## src/rtl/fetch_pkg.sv

```systemverilog
// Shared entry type, reset PC and pointer helper for the fetch queue.
package fetch_pkg;

  localparam int unsigned FQ_AWIDTH = 32;
  localparam int unsigned FQ_DWIDTH = 32;
  localparam logic [31:0] FQ_RESET_PC = 32'h0100_0000;

  typedef struct packed {
    logic [FQ_AWIDTH-1:0] pc;
    logic [FQ_DWIDTH-1:0] insn;
  } fq_entry_t;

  function automatic int unsigned fq_ptr_next(input int unsigned ptr, input int unsigned depth);
    return (ptr + 1) % depth;
  endfunction

endpackage

```

## src/rtl/fq_fifo.sv

```systemverilog
// DEPTH-entry circular buffer of {pc, insn}; head visible the cycle after a push.
// Flush clears pointers and count; the storage array itself is never reset.
module fq_fifo
  import fetch_pkg::*;
#(
  parameter int unsigned DEPTH   = 4,
  parameter type         entry_t = fq_entry_t
) (
  input  logic                       clk,
  input  logic                       rst,
  input  logic                       push_i,
  input  entry_t                     push_dat_i,
  input  logic                       pop_i,
  input  logic                       flush_i,
  output entry_t                     head_o,
  output logic [$clog2(DEPTH+1)-1:0] count_o
);

  localparam int unsigned PW = $clog2(DEPTH);
  localparam int unsigned CW = $clog2(DEPTH+1);

  entry_t        mem_q [DEPTH];
  logic [PW-1:0] rd_ptr_q, rd_ptr_d;
  logic [PW-1:0] wr_ptr_q, wr_ptr_d;
  logic [CW-1:0] count_q, count_d;
  logic          do_push;
  logic          do_pop;

  assign do_push = push_i && !flush_i;
  assign do_pop  = pop_i && !flush_i && (count_q != '0);

  always_comb begin
    rd_ptr_d = rd_ptr_q;
    wr_ptr_d = wr_ptr_q;
    count_d  = count_q;
    if (flush_i) begin
      rd_ptr_d = '0;
      wr_ptr_d = '0;
      count_d  = '0;
    end else begin
      if (do_push) wr_ptr_d = PW'(fq_ptr_next(32'(wr_ptr_q), DEPTH));
      if (do_pop)  rd_ptr_d = PW'(fq_ptr_next(32'(rd_ptr_q), DEPTH));
      case ({do_push, do_pop})
        2'b10:   count_d = count_q + CW'(1);
        2'b01:   count_d = count_q - CW'(1);
        default: count_d = count_q;
      endcase
    end
  end

  always_ff @(posedge clk) begin
    if (rst) begin
      rd_ptr_q <= '0;
      wr_ptr_q <= '0;
      count_q  <= '0;
    end else begin
      rd_ptr_q <= rd_ptr_d;
      wr_ptr_q <= wr_ptr_d;
      count_q  <= count_d;
    end
  end

  // Storage has no reset; only entries behind a valid count are ever observed.
  always_ff @(posedge clk) begin
    if (do_push) mem_q[wr_ptr_q] <= push_dat_i;
  end

  assign head_o  = mem_q[rd_ptr_q];
  assign count_o = count_q;

endmodule

```

## src/rtl/fetch_queue.sv

```systemverilog
// PC sequencer + DEPTH-entry {pc,insn} queue to decode; 2-cycle fetch-to-decode, 1 with FETCH_QUEUE_BYPASS_EN.
// dq_ready_i low lets the queue fill; issue stalls once queued plus in-flight entries reach DEPTH.
module fetch_queue
  import fetch_pkg::*;
#(
  parameter int unsigned       AWIDTH   = 32,
  parameter int unsigned       DWIDTH   = 32,
  parameter int unsigned       DEPTH    = 4,
  parameter logic [AWIDTH-1:0] RESET_PC = AWIDTH'(FQ_RESET_PC)
) (
  input  logic                       clk,
  input  logic                       rst,
  output logic                       imem_req_o,
  output logic [AWIDTH-1:0]          imem_addr_o,
  input  logic [DWIDTH-1:0]          imem_rdata_i,
  output logic                       dq_valid_o,
  input  logic                       dq_ready_i,
  output logic [AWIDTH-1:0]          dq_pc_o,
  output logic [DWIDTH-1:0]          dq_insn_o,
  input  logic                       redirect_i,
  input  logic [AWIDTH-1:0]          redirect_pc_i,
  output logic [$clog2(DEPTH+1)-1:0] count_o
);

  localparam int unsigned CW      = $clog2(DEPTH+1);
  localparam logic [CW:0] DEPTH_W = (CW+1)'(DEPTH);

  typedef struct packed {
    logic [AWIDTH-1:0] pc;
    logic [DWIDTH-1:0] insn;
  } entry_t;

  logic [AWIDTH-1:0] pc_q, pc_d;
  logic [AWIDTH-1:0] tag_q, tag_d;
  logic              inflight_q, inflight_d;

  logic              flush;
  logic              issue;
  logic              rsp_vld;
  logic              bypass;
  logic              push;
  logic              pop;
  logic              fifo_empty;
  logic [CW-1:0]     fifo_count;
  logic [CW:0]       reserved;
  entry_t            rsp_ent;
  entry_t            head;

  assign flush = rst || redirect_i;

  // Every in-flight request already owns a queue slot, so the queue can never overflow.
  assign reserved = {1'b0, fifo_count} + {{CW{1'b0}}, inflight_q};
  assign issue    = !rst && !redirect_i && (reserved < DEPTH_W);

  assign rsp_vld      = inflight_q && !flush;
  assign rsp_ent.pc   = tag_q;
  assign rsp_ent.insn = imem_rdata_i;
  assign fifo_empty   = (fifo_count == '0);

`ifdef FETCH_QUEUE_BYPASS_EN
  assign bypass = rsp_vld && fifo_empty;
`else
  assign bypass = 1'b0;
`endif

  assign push = rsp_vld && !(bypass && dq_ready_i);
  assign pop  = !rst && !fifo_empty && dq_ready_i;

  fq_fifo #(
    .DEPTH   (DEPTH),
    .entry_t (entry_t)
  ) u_fifo (
    .clk        (clk),
    .rst        (rst),
    .push_i     (push),
    .push_dat_i (rsp_ent),
    .pop_i      (pop),
    .flush_i    (flush),
    .head_o     (head),
    .count_o    (fifo_count)
  );

  always_comb begin
    pc_d       = pc_q;
    tag_d      = tag_q;
    inflight_d = issue;
    if (redirect_i) begin
      pc_d = redirect_pc_i;
    end else if (issue) begin
      pc_d  = pc_q + AWIDTH'(4);
      tag_d = pc_q;
    end
  end

  always_ff @(posedge clk) begin
    if (rst) begin
      pc_q       <= RESET_PC;
      tag_q      <= '0;
      inflight_q <= 1'b0;
    end else begin
      pc_q       <= pc_d;
      tag_q      <= tag_d;
      inflight_q <= inflight_d;
    end
  end

  // Head outputs are zero whenever nothing valid is presented, including during reset.
  always_comb begin
    dq_valid_o = 1'b0;
    dq_pc_o    = '0;
    dq_insn_o  = '0;
    if (!rst) begin
      if (bypass) begin
        dq_valid_o = 1'b1;
        dq_pc_o    = rsp_ent.pc;
        dq_insn_o  = rsp_ent.insn;
      end else if (!fifo_empty) begin
        dq_valid_o = 1'b1;
        dq_pc_o    = head.pc;
        dq_insn_o  = head.insn;
      end
    end
  end

  assign imem_req_o  = issue;
  assign imem_addr_o = pc_q;
  assign count_o     = fifo_count;

endmodule
```

## config.mk

```make
export PLATFORM = sky130hd
export DESIGN_NAME = fetch_queue
export DESIGN_NICKNAME = d
export VERILOG_FILES = /design/src/rtl/fetch_pkg.sv /design/src/rtl/fq_fifo.sv /design/src/rtl/fetch_queue.sv
export SDC_FILE = /design/constraint.sdc
export NUM_CORES = 1
export LEC_CHECK = 0
export ABC_AREA = 1
export BUFFER_PORTS_ARGS = -buffer_cell sky130_fd_sc_hd__buf_2
export CORE_ASPECT_RATIO = 1.75
export CORE_MARGIN = 2
export CORE_UTILIZATION = 40
export DETAILED_ROUTE_END_ITERATION = 16
export PLACE_DENSITY = 0.61
export SYNTH_ARGS = -nofsm -noshare
export SYNTH_HDL_FRONTEND = slang
export SYNTH_SLANG_ARGS = --single-unit
```

## constraint.sdc

```tcl
create_clock -name clk -period 9.95 [get_ports clk]
set_input_delay 1.99 -clock clk [delete_from_list [all_inputs] [get_ports clk]]
set_output_delay 1.99 -clock clk [all_outputs]
set_load 0.005 [all_outputs]
```

==> summary.txt, run 1 <==
result of the run: finished clean
FF+latch area: 9174 sq um
Post-Syn Nets: 1,397
Port Buffers: 168
CTS Buf Count: 29
Crit. End Element: primary output
Final Hold Viols: 0
Area after DPL: 14,830 sq um
Slew Limit Headroom: 27.38%
Root Buffer: clkbuf_16
top-count cell post-synth: nor2_1
critical path cell sequence: buf_2 -> buf_4 -> clkinv_1 -> buf_4 -> nand2_2 -> buf_4 -> a21oi_1 -> buf_2
layout filler cell count: 3,195
post-DP HPWL: 20,690 microns
max-slew violations: 0
post-synthesis sequential area ratio: 67.39%
Site Rows: 89
Final Non-Filler Cells: 1,939
initial antenna violation count: 0
Area Overhead vs Synth: 16.13%
ant diodes: 0
Worst-Margin Slew: 1089 ps
core footprint: 33,630 sq um
Synth Register Bits: 330
Power Dens Cells: 175.8 nW/um^2
Data arrival, critical path: 4330 ps
# clock sinks: 330
CP Max Fanout: 61
fin util: 46.98%
Buf/Inv on CP: 6
Synth Instances: 1,323
vias in the first global route: 9,192
H-tree Lvls: 1
Critical Path Stages: 8
final worst-path cycle share: 63.56%
cell family with most CP delay: buffers and inverters
clk_skew: 14.26 ps
placed cell count: 1,888
Synth Warn #: 0
area of the multi-input gates: 3857 sq um
Tot GR Track Use: 18.27%
Post-CTS Setup Bufs: 0
first-pass GRT wire length: 50,560 microns
WL per Instance: 17.08 microns
Post-CTS Hold Fix Bufs: 0
Avg Inst Size Synth: 10.28 sq um
Total Power: 2778 uW
maxcap violations: 0
hold depth: 0
initial core utilization: 40.46%
first drt pass iteration count: 4
Netlist cell types: 34
Cell Area, Synth: 13,610 sq um
CTS resizes: 0
P_leak: 0.005951 uW
Post-synth top cells: 345 x nor2_1, 256 x edfxtp_1, 173 x o21ai_0
ranking of synthesized cells by area: edfxtp_1 57%, dfxtp_1 11%, nor2_1 9.5%
pin count of the biggest net entering global routing: 79
final setup TNS: 0 ps
highest metal layer with signal wires: met4
DR iter-0 viols: 483
Async SR Flop Fraction: 0%
Worst IR Drop VDD: 110.3 uV
Slowest-stage cell, CP: buf_4
Final #Nets: 1,538
critical path startpoint category: primary input
routed wl met2: 17,620 microns
post-route cell area: 15,800 sq um
fmax: 158.1 MHz
worst setup path class: in2out
met3 wire len: 1438 microns
most used cell, CP: buf_4
Die Area: 35,560 sq um
drt drc: 0
Die H: 248.0 microns
Worst Path Required: 7960 ps
Die X-Extent: 143.4 microns
total wire length: 33,130 microns
gpl congestion: 0.9017
Synth top area share: 56.50%
Hold Path Class: reg2reg
worst skew pair latency: 560 ps
share of cells above drive strength 1: 16.78%
Final Critical Period: 6325 ps
maximum root-to-sink buffer count: 3
Main synth FF type: edfxtp_1
cell taking the most area after synthesis: edfxtp_1
# IOs: 169
final setup violation count: 0
clk slew on worst S/H paths: 60 ps
routed vias: 9,647
Largest stage delay, worst path: 550 ps
grt total ovfl: 0
CTS tree: built
met1 wire length: 13,150 microns
ANT nets after route: 0
Vias/cell: 4.975
RSZ-0062 raised after global routing: false
EDFF count, synth: 256
Worst R2R Path Depth: 5
stage by stage:
step	worst slack (ps)	hold WS [ps]
6_report	3625	508.7
3_5_place_dp	3631	491.8
5_1_grt	3393	519.3
2_1_floorplan	4159	454.9
3_3_place_gp	3709	476.3
4_1_cts	3623	506.9
sequential cells by signal, indices dropped and copies added, names as in the netlist, named ones only:
signal and count:
u_fifo.mem_q 256, imem_addr_o 32, tag_q 32, u_fifo.count_o 3, u_fifo.rd_ptr_q 2, u_fifo.wr_ptr_q 2, inflight_q 1
report_power, final:
| group | leakage (uW) | switching (uW) | internal (uW) |
|---|---|---|---|
| clock | 0.000472 | 481 | 656 |
| sequential | 0.00295 | 26.8 | 1510 |
| combinational | 0.00253 | 66.9 | 38.8 |
routing by layer:
layer	up-vias	GRT usage (%)
met1	4563	21.71
met4	0	6.171
met3	55	1.987
met2	245	33.95
met5	-	0
li1	4784	-
cells by family after synthesis:
logic type	synth area share, %
simple gates	15.88
fa+ha+maj	0.6070
flops	67.39
xor+xnor	0.5150
buf+inv	4.497
compound gates	11.11
area by class of cell:
type | count | share of cell area (%)
well taps | 455 | 3.603
inverters | 76 | 1.813
repair buffers | 181 | 5.939
clock buffers | 42 | 5.504
flip-flops and latches | 330 | 58.06
multi-input cells | 846 | 24.41
clock inverters | 9 | 0.6652
worst reg2reg max path, stage by stage (launching register included):
cell and delay, ps:
dfxtp_1 320, inv_1 90, nor2_1 190, inv_1 200
nor2_4 120, buf_4 720
path summary, 6_finish.rpt:
kind | slack, ps | startpoint | endpoint
worst max register to register | 7760 | inflight_q | u_fifo.mem_q[1][38]
worst min-delay path | 510 | tag_q[18] | u_fifo.mem_q[1][50]
worst min register to register | 510 | tag_q[18] | u_fifo.mem_q[1][50]
worst max-delay path | 3630 | rst | dq_insn_o[2]
cells in the final DEF, fill, tap and decap left out, drive strengths merged, types with 31 or more instances in the layout:
| cell | synthesis | routed |
|---|---|---|
| dfxtp | 74 | 74 |
| o21ai | 175 | 175 |
| a21oi | 99 | 99 |
| nand2 | 138 | 138 |
| clkbuf | 29 | 42 |
| inv | 75 | 74 |
| nand3 | 31 | 31 |
| edfxtp | 256 | 256 |
| nor2 | 351 | 351 |
| buf | 42 | 181 |
Note: power is estimated with default switching activity, not from simulation.
==> run 2, diff against run 1 <==
--- a/config.mk
+++ b/config.mk
@@ -11,7 +11,7 @@
 export CORE_MARGIN = 2
 export CORE_UTILIZATION = 40
 export DETAILED_ROUTE_END_ITERATION = 16
-export PLACE_DENSITY = 0.61
+export PLACE_DENSITY = 0.63
 export SYNTH_ARGS = -nofsm -noshare
 export SYNTH_HDL_FRONTEND = slang
 export SYNTH_SLANG_ARGS = --single-unit
==> constraint.sdc (replaced) <==
create_clock -name clk -period 5.7 [get_ports clk]
set_input_delay 1.14 -clock clk [delete_from_list [all_inputs] [get_ports clk]]
set_output_delay 1.14 -clock clk [all_outputs]
set_load 0.005 [all_outputs]
==> summary.txt, run 2 (synthesized netlist as in run 1, its figures left out) <==
result of the run: finished clean
Port Buffers: 168 (unchanged)
CTS tree: built
Final #Nets: 1,545 (+0.46%)
Tot GR Track Use: 18.48% (+0.21 points)
Most flops, register: u_fifo.mem_q
final setup violation count: 0 (unchanged)
Hold Path Class: reg2reg
Die X-Extent: 143.4 microns (unchanged)
drt drc: 0 (unchanged)
Worst R2R Path Depth: 5 (unchanged)
final worst-path cycle share: 72.40%
Die Area: 35,560 sq um (unchanged)
Worst Path Required: 4560 ps (-3400 ps)
Site Rows: 89 (unchanged)
maxcap violations: 0 (unchanged)
H-tree Lvls: 1 (unchanged)
Post-CTS Setup Bufs: 0 (unchanged)
Power Dens Cells: 312.9 nW/um^2 (+78%)
FF-to-FF setup slack: 3360 ps (-4400 ps)
Worst IR Drop VDD: 194.6 uV (+76%)
commonest non-fill, non-tap cell in the layout: nor2_1
final setup TNS: 0 ps (unchanged)
total wire length: 33,070 microns (-0.16%)
Critical Path Stages: 7 (-1)
DP Worst Slack: 1811 ps (-1820 ps)
worst skew pair latency: 560 ps (about the same)
gpl congestion: 0.9302 (+3.2%)
P_leak: 0.006041 uW (+1.5%)
initial antenna violation count: 0 (unchanged)
Area after DPL: 14,880 sq um (+0.39%)
Final Hold Viols: 0 (unchanged)
post-DP HPWL: 21,620 microns (+4.5%)
Reg-to-Reg Start: inflight_q
Worst setup endpoint: dq_pc_o[7]
critical path cell sequence: buf_4 -> buf_4 -> nor2_1 -> nor2_1 -> o21ai_0 -> a21oi_1 -> buf_2
Post-CTS Hold Fix Bufs: 0 (unchanged)
Slew Limit Headroom: 26.70% (-0.68 points)
most frequent cells in the layout: 341 x nor2_1, 256 x edfxtp_1, 173 x o21ai_0, 168 x buf_2, 134 x nand2_1
max FFs per register: 256 (unchanged)
post-route cell area: 15,960 sq um (+1.0%)
Total Power: 4994 uW (+80%)
vias in the first global route: 9,661 (+5.1%)
layout filler cell count: 3,196 (+0.031%)
Setup WS post-layout: 1573 ps (-2052 ps)
Largest stage delay, worst path: 680 ps (+130 ps)
Final Non-Filler Cells: 1,950 (+0.57%)
clk_skew: 12.87 ps (-1.397 ps)
RSZ-0062 raised after global routing: false
critical path startpoint category: register
grt total ovfl: 0 (unchanged)
Die H: 248.0 microns (unchanged)
Buf/Inv on CP: 3 (-3)
maximum root-to-sink buffer count: 3 (unchanged)
ant diodes: 0 (unchanged)
Crit. End Element: primary output
pin count of the biggest net entering global routing: 73 (-7.6%)
fmax: 242.3 MHz
Worst-Margin Slew: 1096 ps (+6.276 ps)
# clock sinks: 330 (unchanged)
Area Overhead vs Synth: 17.29%
ANT nets after route: 0 (unchanged)
initial core utilization: 40.46% (unchanged)
max-slew violations: 0 (unchanged)
WL per Instance: 16.96 microns (-0.72%)
CTS Buf Count: 30 (+3.4%)
placed cell count: 1,894 (+0.32%)
core footprint: 33,630 sq um (unchanged)
Final Critical Period: 4127 ps
routed vias: 9,751 (+1.1%)
reg-to-reg endpoint: u_fifo.mem_q[1][2]
first drt pass iteration count: 4 (unchanged)
cell family with most CP delay: buffers and inverters
clk slew on worst S/H paths: 70 ps (about the same)
share of cells above drive strength 1: 17.53% (+0.75 points)
Data arrival, critical path: 2990 ps (-1340 ps)
# IOs: 169 (unchanged)
CP Max Fanout: 65 (+6.6%)
DR iter-0 viols: 560 (+16%)
worst setup path class: reg2out
Slowest-stage cell, CP: buf_4
Root Buffer: clkbuf_16
CTS resizes: 0 (unchanged)
Vias/cell: 5.001 (+0.51%)
first-pass GRT wire length: 51,300 microns (+1.5%)
-- run 2: how the worst min path moves through the flow --
stage / from / end / slack (ps) / depth (start not counted)
after floorplan: tag_q[6] / u_fifo.mem_q[0][38] / 450 / 0
after global placement: tag_q[14] / u_fifo.mem_q[1][46] / 470 / 0
after detailed placement: tag_q[19] / u_fifo.mem_q[2][51] / 490 / 0
after CTS: u_fifo.rd_ptr_q[0] / u_fifo.rd_ptr_q[0] / 510 / 1
after global routing: tag_q[14] / u_fifo.mem_q[3][46] / 520 / 0
final: u_fifo.rd_ptr_q[0] / u_fifo.rd_ptr_q[0] / 500 / 1
-- run 2: stage by stage --
step	hold WS (ps)	util, %
2_1_floorplan	454.9	-
3_3_place_gp	473.1	44.26
3_5_place_dp	489.2	44.26
4_1_cts	508.2	47.45
5_1_grt	523.9	47.45
6_report	502.2	47.45
-- run 2: worst reg2reg max path: cells and delay by family, from the launching register on --
kind	cells	cell delay [ps]
and+or+nand+nor	2	830
buffers and inverters	3	790
DFF	1	340
-- run 2: power breakdown --
part | switching (uW) | internal [uW]
combinational | 117 | 68.4
clock | 875 | 1260
sequential | 47.1 | 2630
-- run 2: final cells by class --
cell class                 count  area [sq um]  share of cell area [%]
inverter                      76         286.5                   1.796
multi-input combinational    846          3857                   24.17
clock inverter                14         166.4                   1.043
tap                          455         569.3                   3.568
sequential                   330          9174                   57.49
clock buffer                  42         908.4                   5.692
timing repair buffer         187         996.0                   6.241
-- run 2: layer usage --
| layer | vias up | global-route usage (%) | part of all wire, % |
|---|---|---|---|
| li1 | 4816 | - | - |
| met1 | 4614 | 21.89 | 40 |
| met2 | 268 | 34.40 | 53 |
| met3 | 53 | 1.736 | 4.0 |
| met4 | 0 | 6.690 | 2.9 |
| met5 | - | 0 | 0 |
